--- config.mk ---
export PLATFORM = sky130hd
export DESIGN_NAME = e203_nice_csr_bridge_flat
export DESIGN_NICKNAME = d
export VERILOG_FILES = /design/src/rtl/e203_nice_csr_bridge_pkg.sv /design/src/rtl/e203_nice_csr_bridge_if.sv /design/src/rtl/e203_nice_csr_bridge_tmr.sv /design/src/rtl/e203_nice_csr_bridge.sv /design/src/flat_wrapper.sv
export SDC_FILE = /design/constraint.sdc
export NUM_CORES = 1
export LEC_CHECK = 0
export ABC_AREA = 1
export CORE_AREA = 2 2 110 112
export CTS_BUF_LIST = sky130_fd_sc_hd__clkbuf_8
export DETAILED_ROUTE_END_ITERATION = 8
export DIE_AREA = 0 0 112 114
export PLACE_DENSITY_LB_ADDON = 0.25
export SYNTH_ARGS = -nofsm -noshare
export SYNTH_HDL_FRONTEND = slang
export SYNTH_SLANG_ARGS = --single-unit
--- constraint.sdc ---
create_clock -name clk -period 1.5 [get_ports clk]
set_input_delay 0.375 -clock clk [delete_from_list [all_inputs] [get_ports clk]]
set_output_delay 0.375 -clock clk [all_outputs]
set_load 0.02 [all_outputs]
--- src/rtl/e203_nice_csr_bridge_pkg.sv ---
// ---------------------------------------------------------------------------
// e203_nice_csr_pkg
// Shared types and constants for the NICE CSR bridge.
//   - state_t     : bridge FSM state (IDLE / REQ / RSP), 2 bits
//   - CSR_IDX_W   : CSR index width (12)
//   - DATA_W      : CSR data width (32)
//   - *_DEF       : default window base/mask and request timeout
//   - idx_in_range: window decode helper
// Optional feature macro used by the bridge: E203_NICE_CSR_TIMEOUT_EN
// ---------------------------------------------------------------------------
package e203_nice_csr_pkg;

    localparam int CSR_IDX_W = 12;
    localparam int DATA_W    = 32;

    localparam logic [CSR_IDX_W-1:0] CSR_BASE_DEF    = 12'hBC0;
    localparam logic [CSR_IDX_W-1:0] CSR_MASK_DEF    = 12'hFC0;
    localparam int                   TIMEOUT_CYC_DEF = 64;

    typedef enum logic [1:0] {
        IDLE = 2'd0,
        REQ  = 2'd1,
        RSP  = 2'd2
    } state_t;

    // An index belongs to the window when its masked bits equal the base.
    function automatic logic idx_in_range(
        input logic [CSR_IDX_W-1:0] idx,
        input logic [CSR_IDX_W-1:0] base,
        input logic [CSR_IDX_W-1:0] mask
    );
        return ((idx & mask) == base);
    endfunction

endpackage

--- src/rtl/e203_nice_csr_bridge_if.sv ---
// ---------------------------------------------------------------------------
// e203_nice_csr_bridge_if
// Bundles the three channels around the bridge:
//   command  : cmd_valid/cmd_ready, cmd_idx, cmd_wr, cmd_wdata   (core -> bridge)
//   response : rsp_valid/rsp_ready, rsp_rdata, rsp_err           (bridge -> core)
//   NICE CSR : nice_csr_valid/ready, addr, wr, wdata, rdata      (bridge <-> NICE)
// Modports:
//   master : the environment (core CSR unit plus NICE CSR block)
//   slave  : the bridge itself
//
// Handshake rule for all three channels: a transfer happens in a cycle where
// valid and ready are both high at the rising clock edge. Once valid is high
// the payload stays stable until that transfer (or, on the NICE channel, an
// abort). valid never depends combinationally on ready.
// ---------------------------------------------------------------------------
interface e203_nice_csr_bridge_if;
    import e203_nice_csr_pkg::*;

    logic                 cmd_valid;
    logic                 cmd_ready;
    logic [CSR_IDX_W-1:0] cmd_idx;
    logic                 cmd_wr;
    logic [DATA_W-1:0]    cmd_wdata;

    logic                 rsp_valid;
    logic                 rsp_ready;
    logic [DATA_W-1:0]    rsp_rdata;
    logic                 rsp_err;

    logic                 nice_csr_valid;
    logic                 nice_csr_ready;
    logic [DATA_W-1:0]    nice_csr_addr;
    logic                 nice_csr_wr;
    logic [DATA_W-1:0]    nice_csr_wdata;
    logic [DATA_W-1:0]    nice_csr_rdata;

    modport master (
        output cmd_valid, cmd_idx, cmd_wr, cmd_wdata,
        input  cmd_ready,
        input  rsp_valid, rsp_rdata, rsp_err,
        output rsp_ready,
        input  nice_csr_valid, nice_csr_addr, nice_csr_wr, nice_csr_wdata,
        output nice_csr_ready, nice_csr_rdata
    );

    modport slave (
        input  cmd_valid, cmd_idx, cmd_wr, cmd_wdata,
        output cmd_ready,
        output rsp_valid, rsp_rdata, rsp_err,
        input  rsp_ready,
        output nice_csr_valid, nice_csr_addr, nice_csr_wr, nice_csr_wdata,
        input  nice_csr_ready, nice_csr_rdata
    );

endinterface

--- src/rtl/e203_nice_csr_bridge_tmr.sv ---
// ---------------------------------------------------------------------------
// e203_nice_csr_tmr
// Request timeout down-counter.
//   clk, rst_n : clock, asynchronous active-low reset (count resets to 0)
//   i_clr      : load TIMEOUT_CYC-1 (start of a new request)
//   i_en       : count down one step (waiting cycle without ready)
//   o_expire   : count is zero, i.e. this is the last allowed waiting cycle
// Loading TIMEOUT_CYC-1 makes o_expire rise in the TIMEOUT_CYC-th cycle of a
// request, so the request is visible for exactly TIMEOUT_CYC cycles.
// ---------------------------------------------------------------------------
module e203_nice_csr_tmr #(
    parameter int TIMEOUT_CYC = 64
) (
    input  logic clk,
    input  logic rst_n,
    input  logic i_clr,
    input  logic i_en,
    output logic o_expire
);

    localparam int                CNT_W = (TIMEOUT_CYC > 2) ? $clog2(TIMEOUT_CYC) : 1;
    localparam logic [CNT_W-1:0] LOAD  = CNT_W'(TIMEOUT_CYC - 1);

    logic [CNT_W-1:0] r_cnt;

    always_ff @(posedge clk or negedge rst_n) begin
        if (!rst_n) begin
            r_cnt <= '0;
        end else if (i_clr) begin
            r_cnt <= LOAD;
        end else if (i_en && (r_cnt != '0)) begin
            r_cnt <= r_cnt - 1'b1;
        end
    end

    assign o_expire = (r_cnt == '0);

endmodule

--- src/rtl/e203_nice_csr_bridge.sv ---
// ---------------------------------------------------------------------------
// e203_nice_csr_bridge
// Feeds the NICE CSR handshake port from custom-CSR commands of the core.
// A command is range-checked against the NICE window; in-range commands are
// forwarded as a single held request on nice_csr_*, out-of-range commands are
// answered directly with an error. The response is buffered until the core
// takes it, and only then is the next command accepted.
//
// Ports:
//   clk, rst_n : clock, asynchronous active-low reset
//   bus        : e203_nice_csr_bridge_if.slave (command/response/NICE channels)
//   busy       : FSM not in IDLE
//   dbg_state  : current FSM state
// Parameters: CSR_BASE, CSR_MASK (window decode), TIMEOUT_CYC (2..256).
// Optional feature: E203_NICE_CSR_TIMEOUT_EN enables the request timeout;
// without it a request waits for nice_csr_ready indefinitely.
// ---------------------------------------------------------------------------
module e203_nice_csr_bridge
    import e203_nice_csr_pkg::*;
#(
    parameter logic [CSR_IDX_W-1:0] CSR_BASE    = CSR_BASE_DEF,
    parameter logic [CSR_IDX_W-1:0] CSR_MASK    = CSR_MASK_DEF,
    parameter int                   TIMEOUT_CYC = TIMEOUT_CYC_DEF
) (
    input  logic                     clk,
    input  logic                     rst_n,
    e203_nice_csr_bridge_if.slave    bus,
    output logic                     busy,
    output state_t                   dbg_state
);

    state_t               r_state;
    state_t               w_state_nxt;

    logic [CSR_IDX_W-1:0] r_idx;
    logic                 r_wr;
    logic [DATA_W-1:0]    r_wdata;
    logic [DATA_W-1:0]    r_rdata;
    logic                 r_err;

    logic                 w_in_range;
    logic                 w_accept;
    logic                 w_nice_hs;
    logic                 w_tmo_abort;

    assign w_in_range = idx_in_range(bus.cmd_idx, CSR_BASE, CSR_MASK);
    assign w_accept   = (r_state == IDLE) && bus.cmd_valid;
    assign w_nice_hs  = (r_state == REQ) && bus.nice_csr_ready;

`ifdef E203_NICE_CSR_TIMEOUT_EN
    logic w_tmr_expire;

    e203_nice_csr_tmr #(
        .TIMEOUT_CYC (TIMEOUT_CYC)
    ) u_tmr (
        .clk      (clk),
        .rst_n    (rst_n),
        .i_clr    (w_accept && w_in_range),
        .i_en     ((r_state == REQ) && !bus.nice_csr_ready),
        .o_expire (w_tmr_expire)
    );

    // A ready arriving in the final cycle is a normal handshake, not an abort.
    assign w_tmo_abort = (r_state == REQ) && !bus.nice_csr_ready && w_tmr_expire;
`else
    logic w_unused_tmo;
    assign w_unused_tmo = (TIMEOUT_CYC == 0);
    assign w_tmo_abort  = 1'b0;
`endif

    // ------------------------------------------------------------------
    // FSM: state register
    // ------------------------------------------------------------------
    always_ff @(posedge clk or negedge rst_n) begin
        if (!rst_n) begin
            r_state <= IDLE;
        end else begin
            r_state <= w_state_nxt;
        end
    end

    // ------------------------------------------------------------------
    // FSM: next state
    // ------------------------------------------------------------------
    always_comb begin
        w_state_nxt = r_state;
        unique case (r_state)
            IDLE: begin
                if (bus.cmd_valid) begin
                    w_state_nxt = w_in_range ? REQ : RSP;
                end
            end
            REQ: begin
                if (bus.nice_csr_ready || w_tmo_abort) begin
                    w_state_nxt = RSP;
                end
            end
            RSP: begin
                if (bus.rsp_ready) begin
                    w_state_nxt = IDLE;
                end
            end
            default: w_state_nxt = IDLE;
        endcase
    end

    // ------------------------------------------------------------------
    // FSM: outputs (state-only, so no valid depends on a ready)
    // ------------------------------------------------------------------
    always_comb begin
        bus.cmd_ready      = 1'b0;
        bus.nice_csr_valid = 1'b0;
        bus.rsp_valid      = 1'b0;
        busy               = 1'b1;
        unique case (r_state)
            IDLE: begin
                bus.cmd_ready = 1'b1;
                busy          = 1'b0;
            end
            REQ:     bus.nice_csr_valid = 1'b1;
            RSP:     bus.rsp_valid      = 1'b1;
            default: busy               = 1'b1;
        endcase
    end

    // ------------------------------------------------------------------
    // Datapath: command latches and response buffer
    // ------------------------------------------------------------------
    always_ff @(posedge clk or negedge rst_n) begin
        if (!rst_n) begin
            r_idx   <= '0;
            r_wr    <= 1'b0;
            r_wdata <= '0;
            r_rdata <= '0;
            r_err   <= 1'b0;
        end else if (w_accept) begin
            r_idx   <= bus.cmd_idx;
            r_wr    <= bus.cmd_wr;
            r_wdata <= bus.cmd_wdata;
            r_rdata <= '0;
            // Out-of-range commands skip REQ, so their error is known now.
            r_err   <= !w_in_range;
        end else if (w_nice_hs) begin
            // Captured for writes too; the NICE block defines what it returns.
            r_rdata <= bus.nice_csr_rdata;
            r_err   <= 1'b0;
        end else if (w_tmo_abort) begin
            r_rdata <= '0;
            r_err   <= 1'b1;
        end
    end

    assign bus.nice_csr_addr  = {{(DATA_W-CSR_IDX_W){1'b0}}, r_idx};
    assign bus.nice_csr_wr    = r_wr;
    assign bus.nice_csr_wdata = r_wdata;
    assign bus.rsp_rdata      = r_rdata;
    assign bus.rsp_err        = r_err;
    assign dbg_state          = r_state;

endmodule
--- src/flat_wrapper.sv ---
// flat-port wrapper written by rule: the top's interface ports become plain ports
module e203_nice_csr_bridge_flat import e203_nice_csr_pkg::*;
#(
    parameter logic [CSR_IDX_W-1:0] CSR_BASE    = CSR_BASE_DEF,
    parameter logic [CSR_IDX_W-1:0] CSR_MASK    = CSR_MASK_DEF,
    parameter int                   TIMEOUT_CYC = TIMEOUT_CYC_DEF
)
  (clk, rst_n, busy, dbg_state, bus_cmd_valid, bus_cmd_idx, bus_cmd_wr, bus_cmd_wdata, bus_cmd_ready, bus_rsp_valid, bus_rsp_rdata, bus_rsp_err, bus_rsp_ready, bus_nice_csr_valid, bus_nice_csr_addr, bus_nice_csr_wr, bus_nice_csr_wdata, bus_nice_csr_ready, bus_nice_csr_rdata);
  e203_nice_csr_bridge_if bus_i ();
  input  logic clk;
  input  logic rst_n;
  output logic busy;
  output state_t dbg_state;
  input wire logic [$bits(bus_i.cmd_valid)-1:0] bus_cmd_valid;
  input wire logic [$bits(bus_i.cmd_idx)-1:0] bus_cmd_idx;
  input wire logic [$bits(bus_i.cmd_wr)-1:0] bus_cmd_wr;
  input wire logic [$bits(bus_i.cmd_wdata)-1:0] bus_cmd_wdata;
  output wire logic [$bits(bus_i.cmd_ready)-1:0] bus_cmd_ready;
  output wire logic [$bits(bus_i.rsp_valid)-1:0] bus_rsp_valid;
  output wire logic [$bits(bus_i.rsp_rdata)-1:0] bus_rsp_rdata;
  output wire logic [$bits(bus_i.rsp_err)-1:0] bus_rsp_err;
  input wire logic [$bits(bus_i.rsp_ready)-1:0] bus_rsp_ready;
  output wire logic [$bits(bus_i.nice_csr_valid)-1:0] bus_nice_csr_valid;
  output wire logic [$bits(bus_i.nice_csr_addr)-1:0] bus_nice_csr_addr;
  output wire logic [$bits(bus_i.nice_csr_wr)-1:0] bus_nice_csr_wr;
  output wire logic [$bits(bus_i.nice_csr_wdata)-1:0] bus_nice_csr_wdata;
  input wire logic [$bits(bus_i.nice_csr_ready)-1:0] bus_nice_csr_ready;
  input wire logic [$bits(bus_i.nice_csr_rdata)-1:0] bus_nice_csr_rdata;
  assign bus_i.cmd_valid = bus_cmd_valid;
  assign bus_i.cmd_idx = bus_cmd_idx;
  assign bus_i.cmd_wr = bus_cmd_wr;
  assign bus_i.cmd_wdata = bus_cmd_wdata;
  assign bus_cmd_ready = bus_i.cmd_ready;
  assign bus_rsp_valid = bus_i.rsp_valid;
  assign bus_rsp_rdata = bus_i.rsp_rdata;
  assign bus_rsp_err = bus_i.rsp_err;
  assign bus_i.rsp_ready = bus_rsp_ready;
  assign bus_nice_csr_valid = bus_i.nice_csr_valid;
  assign bus_nice_csr_addr = bus_i.nice_csr_addr;
  assign bus_nice_csr_wr = bus_i.nice_csr_wr;
  assign bus_nice_csr_wdata = bus_i.nice_csr_wdata;
  assign bus_i.nice_csr_ready = bus_nice_csr_ready;
  assign bus_i.nice_csr_rdata = bus_nice_csr_rdata;
  e203_nice_csr_bridge #(.CSR_BASE(CSR_BASE), .CSR_MASK(CSR_MASK), .TIMEOUT_CYC(TIMEOUT_CYC)) u_core (.clk(clk), .rst_n(rst_n), .bus(bus_i), .busy(busy), .dbg_state(dbg_state));
endmodule
# == Yosys cells after proc, flatten, opt, wreduce, memory -nomap -nowiden ==
# Cells that the tools add are included.
# totals
ramBits,0
register_bits,80
latchBits,0
rom_bits,0
output_inout_bits,104
mem_count,0
word_cells,31
input_bits,82
# classes
div,0
mul,0
magnitude_cmp,0
reduce_logical,6
n_bitwise,0
muxes,13
n_eq_ne,6
n_shift,0
n_addsub,0
# ops
cell,count
$mux W32,2
$mux W2,4
$eq A6 B6 Y1 const B,1
$mux W1,6
$ne A2 B2 Y1 const B,3
$pmux W2 S3,1
$reduce_and A3 Y1,1
$eq A2 B1 Y1 const B,1
$eq A2 B2 Y1 const B,1
$logic_and A1 B1 Y1,2
$logic_not A2 Y1,1
$reduce_bool A2 Y1,1
$logic_not A1 Y1,1

# == Depth between registers and ports, before layout ==
# depth
ltp_word,4
mapped_depth,6
depth_no_buf,6

# == Worst setup path after synthesis ==
# OpenSTA, ideal clock, no wires.
# synth_timing
path_type,flip-flop to flip-flop
from,"reg u_core.r_state[1], in the netlist u_core.dbg_state[1]"
to,"reg u_core.r_wdata[21], in the netlist u_core.bus.nice_csr_wdata[21]"
stages_incl_launch_ff,7
n_path_buf,2
t_required_ns,1.384
setup_slack_ns,0.124
arrival_time_ns,1.260
setup_time_ns,0.116
synth_period_minus_slack_ns,1.376
path_cell_list,dfrtp_1 nor2_4 nand2_4 buf_4 buf_6 nand2_1 nand2_1
# synth_between
elab_chain_len,2
# synth_lines
element,line,rtl
from (decl),e203_nice_csr_bridge.sv:32,state_t r_state;
from (signal assigned),e203_nice_csr_bridge.sv:78,r_state <= w_state_nxt;
$logic_not A2 Y1,e203_nice_csr_bridge.sv:47,assign w_accept = (r_state == IDLE) && bus.cmd_valid;
$logic_and A1 B1 Y1,e203_nice_csr_bridge.sv:47,
to (signal assigned),e203_nice_csr_bridge.sv:139,r_wdata <= bus.cmd_wdata;
to (decl),e203_nice_csr_bridge.sv:37,logic [DATA_W-1:0] r_wdata;
# No other way between the ends.
# A chain may end at the register's enable or synchronous reset.

# == Worst setup path in the final report ==
# layout_timing
from,"reg u_core.r_state[0], in the netlist u_core.dbg_state[0]"
to,out busy
# layout_between
elab_chain_len,2
# layout_lines
element,line,rtl
$logic_not A2 Y1,e203_nice_csr_bridge.sv:115,unique case (r_state)
$mux W1,e203_nice_csr_bridge.sv:115,
to (decl),flat_wrapper.sv:12,output logic busy;
# No other way between the ends.

==> run summary <==
The highest attainable clock frequency is 628.4 MHz. Of the post-synthesis cell area, the part taken by muxes is 0%. The launch point of the worst path is u_core.dbg_state[0]$_DFFE_PN0P_.

Once the floorplan was initialized, standard cells occupied 29.06% of the core. The minimum period implied by the final worst setup slack came out at 1.591 ns. The net count of the finished layout is 640. The simple-gate portion of the synthesized area is around 31%. In this run the critical register-to-register path is launched from u_core.dbg_state[0]$_DFFE_PN0P_. In the global route stage, overall resource usage came out at 14.90%. The area share of xor/xnor cells in the synthesized design came out at 0%.

The post-synthesis instance total came out at 383. The critical-path maximum fanout is 4. The global-route wire length before repair came out at 15.28 mm. The largest buffer count on any clock path came out at 2.

The area fraction in compound gates after synthesis is less than 1%. In this run, placement finished with an instance count of 687. The die extent in y is 114 um. The depth of the most critical reg-to-reg path came out at 8. At the end of routability-driven placement, the weighted congestion stood at 0.7642. The distinct cell type count after synthesis is 16. The flip-flop and latch count after synthesis came out at 80. The area share of the leading cell type in the synthesized netlist came out at about three fifths.

The final setup TNS came out at -0.2060 ns. The number of global-route vias before repair came out at 3086. The final hold violation count was 0. The combinational family with the most area after synthesis is simple AND/OR/NAND/NOR gates. The leakage power came out at 2.952 nW. The worst reg-to-reg setup slack is 0.10 ns. The number of antenna diodes in the final layout is 0. The number of antenna-violating nets in the routed design came out at 0. The peak supply drop came out at around 0.43 mV. The checks that failed: setup timing. Timing analysis after detailed placement gives a worst setup slack of -0.1829 ns. Final hold analysis gives a worst-case slack of 0.05370 ns. In the synthesized netlist, the cells that appear most often are nand2_1 (174), dfrtp_1 (80), nand3_1 (66), buf_4 (28), buf_2 (7). The area taken by flip-flops and latches came out at between 0.002 and 0.0025 mm^2. The number of enable-type register cells in the synthesized netlist came out at 0. The finished layout holds 710 standard cells, fillers aside. The share of the core filled with cells is 46.22%. TritonCTS built the clock tree. The number of I/O pins is 186. The number of endpoints failing setup at the final stage is 3. The clock tree root buffer cell is clkbuf_8. Of all cell types, the one taking the most synthesized area is dfrtp_1. The number of clock buffers added by TritonCTS is 9. The area share of fa/ha/maj cells after synthesis is 0%. The number of optimization iterations in the first detailed-route pass came out at 4. The mean routed wirelength per cell came out at 13.53 um.

The pin count of the biggest net entering global routing is 81. Wires add up to slightly below 10 mm. The via total after detailed routing came out at ~3100. The area overhead of the layout relative to synthesis came out at 59.04%. The clock transition time at the flip-flop clock pins of the worst setup and hold paths is ~0.080 ns.

A synthesized cell averages 8.886 um^2. The post-synthesis sequential area ratio came out at 58.82%. The overall power after layout came out at 5.964 mW.

The ratio of final minimum period to clock period came out at 106.1%. The critical path in this run is classified as flop to output pin. Following the worst setup path forward leads to its endpoint at busy. The critical path required time is 1.12 ns.

The count of warnings emitted by yosys is 0. For this run, the leading register cell type out of synthesis is dfrtp_1. The fill cell instance count of the final layout is 1114. STA classifies the critical path endpoint as an output pin.

After detailed routing, the number of vias per cell comes to 4.389. The post-cts hold buffer count came out at 0. The half-perimeter wire length of the detailed placement result is 6.435 mm. The clock sink count is 80. The multi-input combinational cells in the finished layout cover a total of 0.001177 mm^2.

The floorplan die area came out at around 0.013 mm^2. The clock skew is 0.008414 ns. The class of the tightest hold or removal check is primary input to async pin. In the final layout, the share of cells above drive strength 1 is 9.591%. The global-route congestion overflow total is 0. Ranked by total cell area, the synthesized netlist is headed by dfrtp_1 (59%), nand2_1 (19%), nand3_1 (9.7%). The clock tree synthesis step divided the H-tree into 3 levels.

STA puts the critical path data arrival time at 1.22 ns. With fillers left out, the area of the finished cells amounts to 0.005413 mm^2. The max-cap violation count came out at 0. The area of the mapped netlist is roughly 0.0034 mm^2.

The run finished, with violations left. The total power density per cell area is 1102 mW/mm^2. The end of the worst register-to-register path is u_core.bus.nice_csr_wdata[30]$_DFFE_PN0P_. The clock latency on the worst-skew pair came out at ~0.35 ns. The placeable core region is 0.01171 mm^2.

In the synthesized netlist the async set-or-reset flop fraction comes to 100.0%. STA classifies the critical path startpoint as a flop. The initial antenna violation count is 0. The most common cell in the synthesized netlist is nand2_1. The number of max-slew violations in the final report is 0.

The residual DRC count is 0. Across all setup checks in the final design, the least slack found is -0.09127 ns. The cell area after placement came out at 0.005206 mm^2. After the first detailed-routing iteration, the DRC count stood at 227. The x dimension of the die is approximately 110 um. The number of standard-cell rows in the floorplan came out at 40. Setup repair after global routing could not meet its margin everywhere. The quantity of I/O buffers inserted on ports is ~170.
## layout by cell type, fill, tap and decap left out, types with 2 or more instances in the layout
master             n
inv_2              4
clkinv_2           2
nor2_1             6
dlygate4sd2_1     70
dfrtp_2            2
nand2_8            2
nand2_1          174
clkinvlp_4         3
buf_6              5
clkbuf_8          10
clkdlybuf4s15_1    8
buf_12             9
clkdlybuf4s50_1   80
inv_1              3
buf_4             12
nor2_4             2
nand3_1           66
o21ai_0            2
conb_1            20
dfrtp_1           78
## critical path, cell delays in order, from the launching register on
cell and delay (ns):
dfrtp_2 0.44, buf_12 0.14, nor2_4 0.11, inv_2 0.06, buf_6 0.13
## power breakdown
part	total, mW	leakage [nW]	internal (mW)	switching (mW)
combinational	1.87	1.83	0.800	1.07
sequential	2.67	1.04	2.49	0.185
clock	1.42	0.0855	0.634	0.785
## layout make-up
cell class / count / share of cell area (%)
clock inverter: 6 / 0.6704
timing repair buffer: 186 / 34.19
sequential: 80 / 37.03
multi-input combinational: 275 / 21.75
clock buffer: 10 / 2.543
tap: 147 / 3.398
inverter: 6 / 0.4161
## cells by family after synthesis
kind of cell           Yosys count
buffers and inverters           48
other                            1
and+or+nand+nor                252
AOI/OAI and AO/OA                2
DFF                             80
## worst min path at each step
stage	cells after the start	slack, ns	end	startpoint
final	2	0.05	u_core.bus.rsp_rdata[28]$_DFFE_PN0P_	rst_n
after global placement	2	0.44	u_core.bus.rsp_rdata[0]$_DFFE_PN0P_	rst_n
after global routing	2	0.07	u_core.bus.rsp_rdata[15]$_DFFE_PN0P_	rst_n
after detailed placement	2	0.44	u_core.bus.rsp_rdata[2]$_DFFE_PN0P_	rst_n
after CTS	2	0.05	u_core.bus.rsp_rdata[24]$_DFFE_PN0P_	rst_n
after floorplan	0	0.08	u_core.bus.nice_csr_wdata[0]$_DFFE_PN0P_	rst_n
## layer usage
metal / wire length (um) / up-vias / global-route usage [%]
met5: 0 / - / 0
met2: 4377 / 129 / 24.24
met1: 4389 / 1463 / 18.77
met3: 756 / 7 / 5.420
met4: 82 / 0 / 4.390
li1: - / 1517 / -
## flip-flops by register name (all words and copies together) (netlist names)
signal and count:
u_core.bus.nice_csr_wdata 32, u_core.bus.nice_csr_wr 1, u_core.r_idx 12, u_core.dbg_state 2, u_core.bus.rsp_rdata 32, u_core.bus.rsp_err 1
## what timing repair did
action	4_1_cts	5_1_grt
setup endpoints to repair	117	36
gates cloned	0	2
pin swaps	1	4
buffers inserted	2	3
resized for setup	112	17
endpoints found under the hold margin	0	0
Note: power is estimated with default switching activity, not from simulation.
